==> src/rtl/sub1_reg_reader.sv <==
// Snapshot-and-stream reader for sub1's registers and byte arrays.
// Define SUB1_REG_READER_CHKSUM_EN to append an XOR checksum beat to each frame.
module sub1_reg_reader #(
    parameter int DW = 8
) (
    input  logic                i_clk,
    input  logic                i_rst_n,
    input  logic                i_start,
    input  logic [DW-1:0]       reg_a_0,
    input  logic [DW-1:0]       reg_a_1,
    input  logic [DW-1:0]       reg_a_2,
    input  logic [DW-1:0]       reg_a_3,
    input  logic [DW-1:0]       reg_a_4,
    input  logic [DW-1:0]       reg_b_0,
    input  logic [DW-1:0]       reg_b_1,
    input  logic [DW-1:0]       reg_b_2,
    input  logic [0:2][DW-1:0]  i_sig_g,
    input  logic [DW-1:0]       i_sig_h [0:2],
    output logic                o_valid,
    input  logic                i_ready,
    output logic [DW-1:0]       o_data,
    output logic [3:0]          o_index,
    output logic                o_last,
    output logic                o_busy,
    output logic                o_done
);
    localparam int NB = 14;
`ifdef SUB1_REG_READER_CHKSUM_EN
    localparam int FL = 15;
`else
    localparam int FL = 14;
`endif
    localparam logic [3:0] LAST_IDX = 4'(FL - 1);

    typedef enum logic {IDLE, SEND} state_t;

    state_t        state_q, state_d;
    logic [3:0]    cnt_q, cnt_d;
    logic          done_q, done_d;
    logic          cap;
    logic [DW-1:0] live   [NB];
    logic [DW-1:0] snap_q [NB];
    logic [DW-1:0] frame  [16];

    always_comb begin
        live[0]  = reg_a_0;
        live[1]  = reg_a_1;
        live[2]  = reg_a_2;
        live[3]  = reg_a_3;
        live[4]  = reg_a_4;
        live[5]  = reg_b_0;
        live[6]  = reg_b_1;
        live[7]  = reg_b_2;
        live[8]  = i_sig_g[0];
        live[9]  = i_sig_g[1];
        live[10] = i_sig_g[2];
        live[11] = i_sig_h[0];
        live[12] = i_sig_h[1];
        live[13] = i_sig_h[2];
    end

    // Frame image padded to 16 so the 4-bit counter can index it directly.
    always_comb begin
        for (int i = 0; i < 16; i++) frame[i] = '0;
        for (int i = 0; i < NB; i++) frame[i] = snap_q[i];
`ifdef SUB1_REG_READER_CHKSUM_EN
        for (int i = 0; i < NB; i++) frame[NB] = frame[NB] ^ snap_q[i];
`endif
    end

    always_comb begin
        state_d = state_q;
        cnt_d   = cnt_q;
        done_d  = 1'b0;
        cap     = 1'b0;
        case (state_q)
            IDLE: begin
                if (i_start) begin
                    state_d = SEND;
                    cnt_d   = '0;
                    cap     = 1'b1;
                end
            end
            SEND: begin
                if (i_ready) begin
                    if (cnt_q == LAST_IDX) begin
                        state_d = IDLE;
                        cnt_d   = '0;
                        done_d  = 1'b1;
                    end else begin
                        cnt_d = cnt_q + 4'd1;
                    end
                end
            end
            default: state_d = IDLE;
        endcase
    end

    always_ff @(posedge i_clk or negedge i_rst_n) begin
        if (!i_rst_n) begin
            state_q <= IDLE;
            cnt_q   <= '0;
            done_q  <= 1'b0;
            for (int i = 0; i < NB; i++) snap_q[i] <= '0;
        end else begin
            state_q <= state_d;
            cnt_q   <= cnt_d;
            done_q  <= done_d;
            if (cap) begin
                for (int i = 0; i < NB; i++) snap_q[i] <= live[i];
            end
        end
    end

    // Outputs decode registered state only, so reset clears them at once.
    assign o_valid = (state_q == SEND);
    assign o_busy  = (state_q == SEND);
    assign o_data  = o_valid ? frame[cnt_q] : '0;
    assign o_index = o_valid ? cnt_q : 4'd0;
    assign o_last  = o_valid && (cnt_q == LAST_IDX);
    assign o_done  = done_q;

endmodule

==> config.mk <==
export PLATFORM = sky130hd
export DESIGN_NAME = sub1_reg_reader
export DESIGN_NICKNAME = d
export VERILOG_FILES = /design/src/rtl/sub1_reg_reader.sv
export SDC_FILE = /design/constraint.sdc
export NUM_CORES = 1
export LEC_CHECK = 0
export ABC_CLOCK_PERIOD_IN_PS = 2400
export CAP_MARGIN = 10
export CORE_MARGIN = 3
export CORE_UTILIZATION = 50
export CTS_BUF_LIST = sky130_fd_sc_hd__clkbuf_8 sky130_fd_sc_hd__clkbuf_16
export DETAILED_ROUTE_END_ITERATION = 10
export HOLD_SLACK_MARGIN = 0.06
export PLACE_DENSITY = 0.81
export SLEW_MARGIN = 5
export SYNTH_ARGS = -nofsm -noshare
export SYNTH_HDL_FRONTEND = slang
export SYNTH_SLANG_ARGS = --single-unit
==> constraint.sdc <==
create_clock -name i_clk -period 2.4 [get_ports i_clk]
set_input_delay 0.48 -clock i_clk [delete_from_list [all_inputs] [get_ports i_clk]]
set_output_delay 0.48 -clock i_clk [all_outputs]
set_load 0.05 [all_outputs]
==> impl_metrics.env, run 1 <==
export IMPL_io_pins=132
export IMPL_synth_flop_cell="dfrtp_1"
export IMPL_routed_wl_um=14000
export IMPL_cp_data_arrival_time_ns=2.37
export IMPL_use_met3=0.0722
export IMPL_hold_path_class="input port to async pin"
export IMPL_seq_power_share=0.321
export IMPL_filler_cell_count=649
export IMPL_clockPowerShare=0.216
export IMPL_status="finished, violations left"
export IMPL_power_density_nw_per_um2=1430
export IMPL_track_usage=0.244
export IMPL_first_iter_violations=293
export IMPL_grt_met2_usage=0.411
export IMPL_synth_warnings=0
export IMPL_syn_inst=365
export IMPL_cp_end_kind="output pin"
export IMPL_place_ws_ns=-0.102
export IMPL_crit_fanout=6
export IMPL_synthesis_area_sq_um=5440
export IMPL_nets=631
export IMPL_routed_via_density=5.65
export IMPL_worst_slew_pin_transition_ns=0.592
export IMPL_synth_top_area_share=0.543
export IMPL_finalHoldViolCount=0
export IMPL_period_share=1.19
export IMPL_placed_cell_area_sq_um=7150
export IMPL_cts_buffers=17
export IMPL_grt_busiest_layer="met2"
export IMPL_antenna_found_initial=0
export IMPL_peakVddDrop_mv=1.24
export IMPL_synth_edff_count=0
export IMPL_slew_headroom=0.605
export IMPL_violations="negative setup slack"
export IMPL_power_switching_mw=3.88
export IMPL_cts_root_buffer="clkbuf_8"
export IMPL_drive_gt1_frac=0.418
export IMPL_worst_path_buf_inv=2
export IMPL_core_sq_um=10500
export IMPL_cts_sinks=118
export IMPL_ys_top_cells_by_count="118 x dfrtp_1, 118 x mux2_2, 12 x nor2_1"
export IMPL_fin_ws_ns=-0.453
export IMPL_rsz0062_at_grt="yes"
export IMPL_max_freq_ghz=0.350
export IMPL_portBuffers=131
export IMPL_initial_utilization=0.519
export IMPL_dieHeight_um=110
export IMPL_gp_congestion=0.821
export IMPL_synth_distinct_cells=26
export IMPL_yosysSeqAreaShare=0.543
export IMPL_clk_path_buf_depth=2
export IMPL_total_power_mw=11.3
export IMPL_start_kind="flop"
export IMPL_power_leakage_nw=3.32
export IMPL_routedWlPerCell_um=21.2
export IMPL_grt_max_degree=81
export IMPL_comb_power_share=0.463
export IMPL_firstDrtPassIters=4
export IMPL_grt_overflow=0
export IMPL_setup_viol=8
export IMPL_n_antenna_cell=0
export IMPL_grt_pass1_wl_um=21700
export IMPL_period_needed_ns=2.85
export IMPL_grt_pass1_vias=4015
export IMPL_synthTopCellsByArea="dfrtp_1 54%, mux2_2 24%, mux4_2 4.1%"
export IMPL_grt_use_met1=0.299
export IMPL_hpwl_um=9900
export IMPL_syn_num_nets=483
export IMPL_crit_chain="buf_6, mux4_2, mux2_4, o221a_1, buf_6"
export IMPL_drv_slew=0
export IMPL_routed_via_count=3737
export IMPL_p_int_mw=7.43
export IMPL_fin_skew_ns=0.00501
export IMPL_syn_avg_cell_area_sq_um=14.9
export IMPL_finalInstanceArea_sq_um=7900
export IMPL_swShare=0.343
export IMPL_crit_path_frequent_cell="buf_6"
export IMPL_maxCapViolCount=0
export IMPL_insertion_delay_ns=0.51
export IMPL_cts_tree="built"
export IMPL_clk_pin_slew_ns=0.05
export IMPL_fp_row_count=37
export IMPL_syn2layout_area_growth_pct=45.3
export IMPL_crit_path_top_delay_cell="mux4_2"
export IMPL_htree_levels=4
export IMPL_path_class="flop to output pin"
export IMPL_drc_errors=0
export IMPL_crit_required_ns=1.92
export IMPL_async_reset_ff_frac=1.00
export IMPL_chipWidth_um=110
export IMPL_cpPeakStageDelay_ns=0.53
export IMPL_ant_nets=0
export IMPL_dieArea_sq_um=12200
export IMPL_crit_family="multiplexers"
export IMPL_ys_seq_elements=118
export IMPL_synth_largest_area_cell="dfrtp_1"
metrics by stage:
stage / std cells / hold WS (ns) / setup TNS [ns] / util
final: 662 / 0.496 / -3.08 / 0.755
after global routing: 662 / 0.519 / -3.88 / 0.755
after CTS: 662 / 0.505 / -3.21 / 0.755
after detailed placement: 624 / 0.492 / -0.242 / 0.684
after global placement: 624 / 0.482 / -0.0495 / 0.684
after floorplan: 365 / 0.184 / 0 / -
cell type report:
type                            count  area (sq um)  area share
Clock buffer                       21           469      0.0594
Inverter                            5          18.8     0.00238
Tap cell                          136           170      0.0215
Timing Repair Buffer              154          1660       0.210
Clock inverter                     11           108      0.0136
Multi-Input combinational cell    217          2520       0.319
Sequential cell                   118          2950       0.374
placed cells by master (no fill, tap or decap), types with 8 or more instances in the layout:
master             n
clkdlybuf4s50_1  115
mux2i_1            9
mux2_2           118
buf_4             12
buf_6             11
dfrtp_1          117
mux4_2            15
clkbuf_16         16
inv_1              8
o21ai_0            9
buf_12            13
worst register-to-register path: stages, from the launching register on:
cell	delay, ns
dfrtp_1	0.37
buf_4	0.19
nor2b_4	0.17
buf_12	0.35
mux2_2	0.48
per-layer routing:
metal  part of all wire  wire, um
met1               0.39      5520
met2               0.52      7300
met3              0.064       897
met4              0.021       293
met5                  0         0
registers in the layout, summed over array words and instances (netlist names):
name and count:
o_done 1, cnt_q 4, frame 112, o_busy 1
power groups by stage:
stage / logic [mW] / registers, mW / clock network [mW]
after floorplan: 3.31 / 3.32 / 0
after global placement: 4.71 / 3.61 / 0
after detailed placement: 4.83 / 3.64 / 0
after CTS: 5.25 / 3.62 / 2.47
after global routing: 5.53 / 3.72 / 2.55
final: 5.24 / 3.63 / 2.44
logic make-up after synthesis:
group                    count (synthesis)  synth area share
adder cells (fa/ha/maj)                  2           0.00460
AND/OR/NAND/NOR                         34            0.0297
AO/OA/AOI/OAI                           33            0.0447
XOR/XNOR                                 1           0.00161
buffers and inverters                   30            0.0295
multiplexers                           147             0.347
flip-flops                             118             0.543
repair_timing:
| action | in CTS | in global routing |
|---|---|---|
| buffers inserted | 6 | 0 |
| resized for setup | 34 | 4 |
| pin swaps | 4 | 2 |
| hold buffers | 1 | 0 |
| hold endpoints to repair | 38 | 0 |
| setup endpoints to repair | 10 | 13 |
final timing paths:
check	slack [ns]	start	to	cells past startpoint
worst max-delay path	-0.45	cnt_q[0]$_DFFE_PN0P_	o_data[0]	5
worst max register to register	0.72	o_busy$_DFF_PN0_	frame[65]$_DFFE_PN0P_	4
min in group i_clk	0.50	frame[94]$_DFFE_PN0P_	frame[94]$_DFFE_PN0P_	1
max in group asynchronous	1.29	i_rst_n	frame[118]$_DFFE_PN0P_	3
worst min-delay path	0.50	i_rst_n	frame[90]$_DFFE_PN0P_	2
worst min register to register	0.50	frame[94]$_DFFE_PN0P_	frame[94]$_DFFE_PN0P_	1
Power figures use the tool's default switching activity.
==> inputs of run 2 (changes only) <==
- TNS_END_PERCENT: unset -> 100
==> results of run 2 <==
The final DEF is identical to that of run 1; final timing and power are the same.
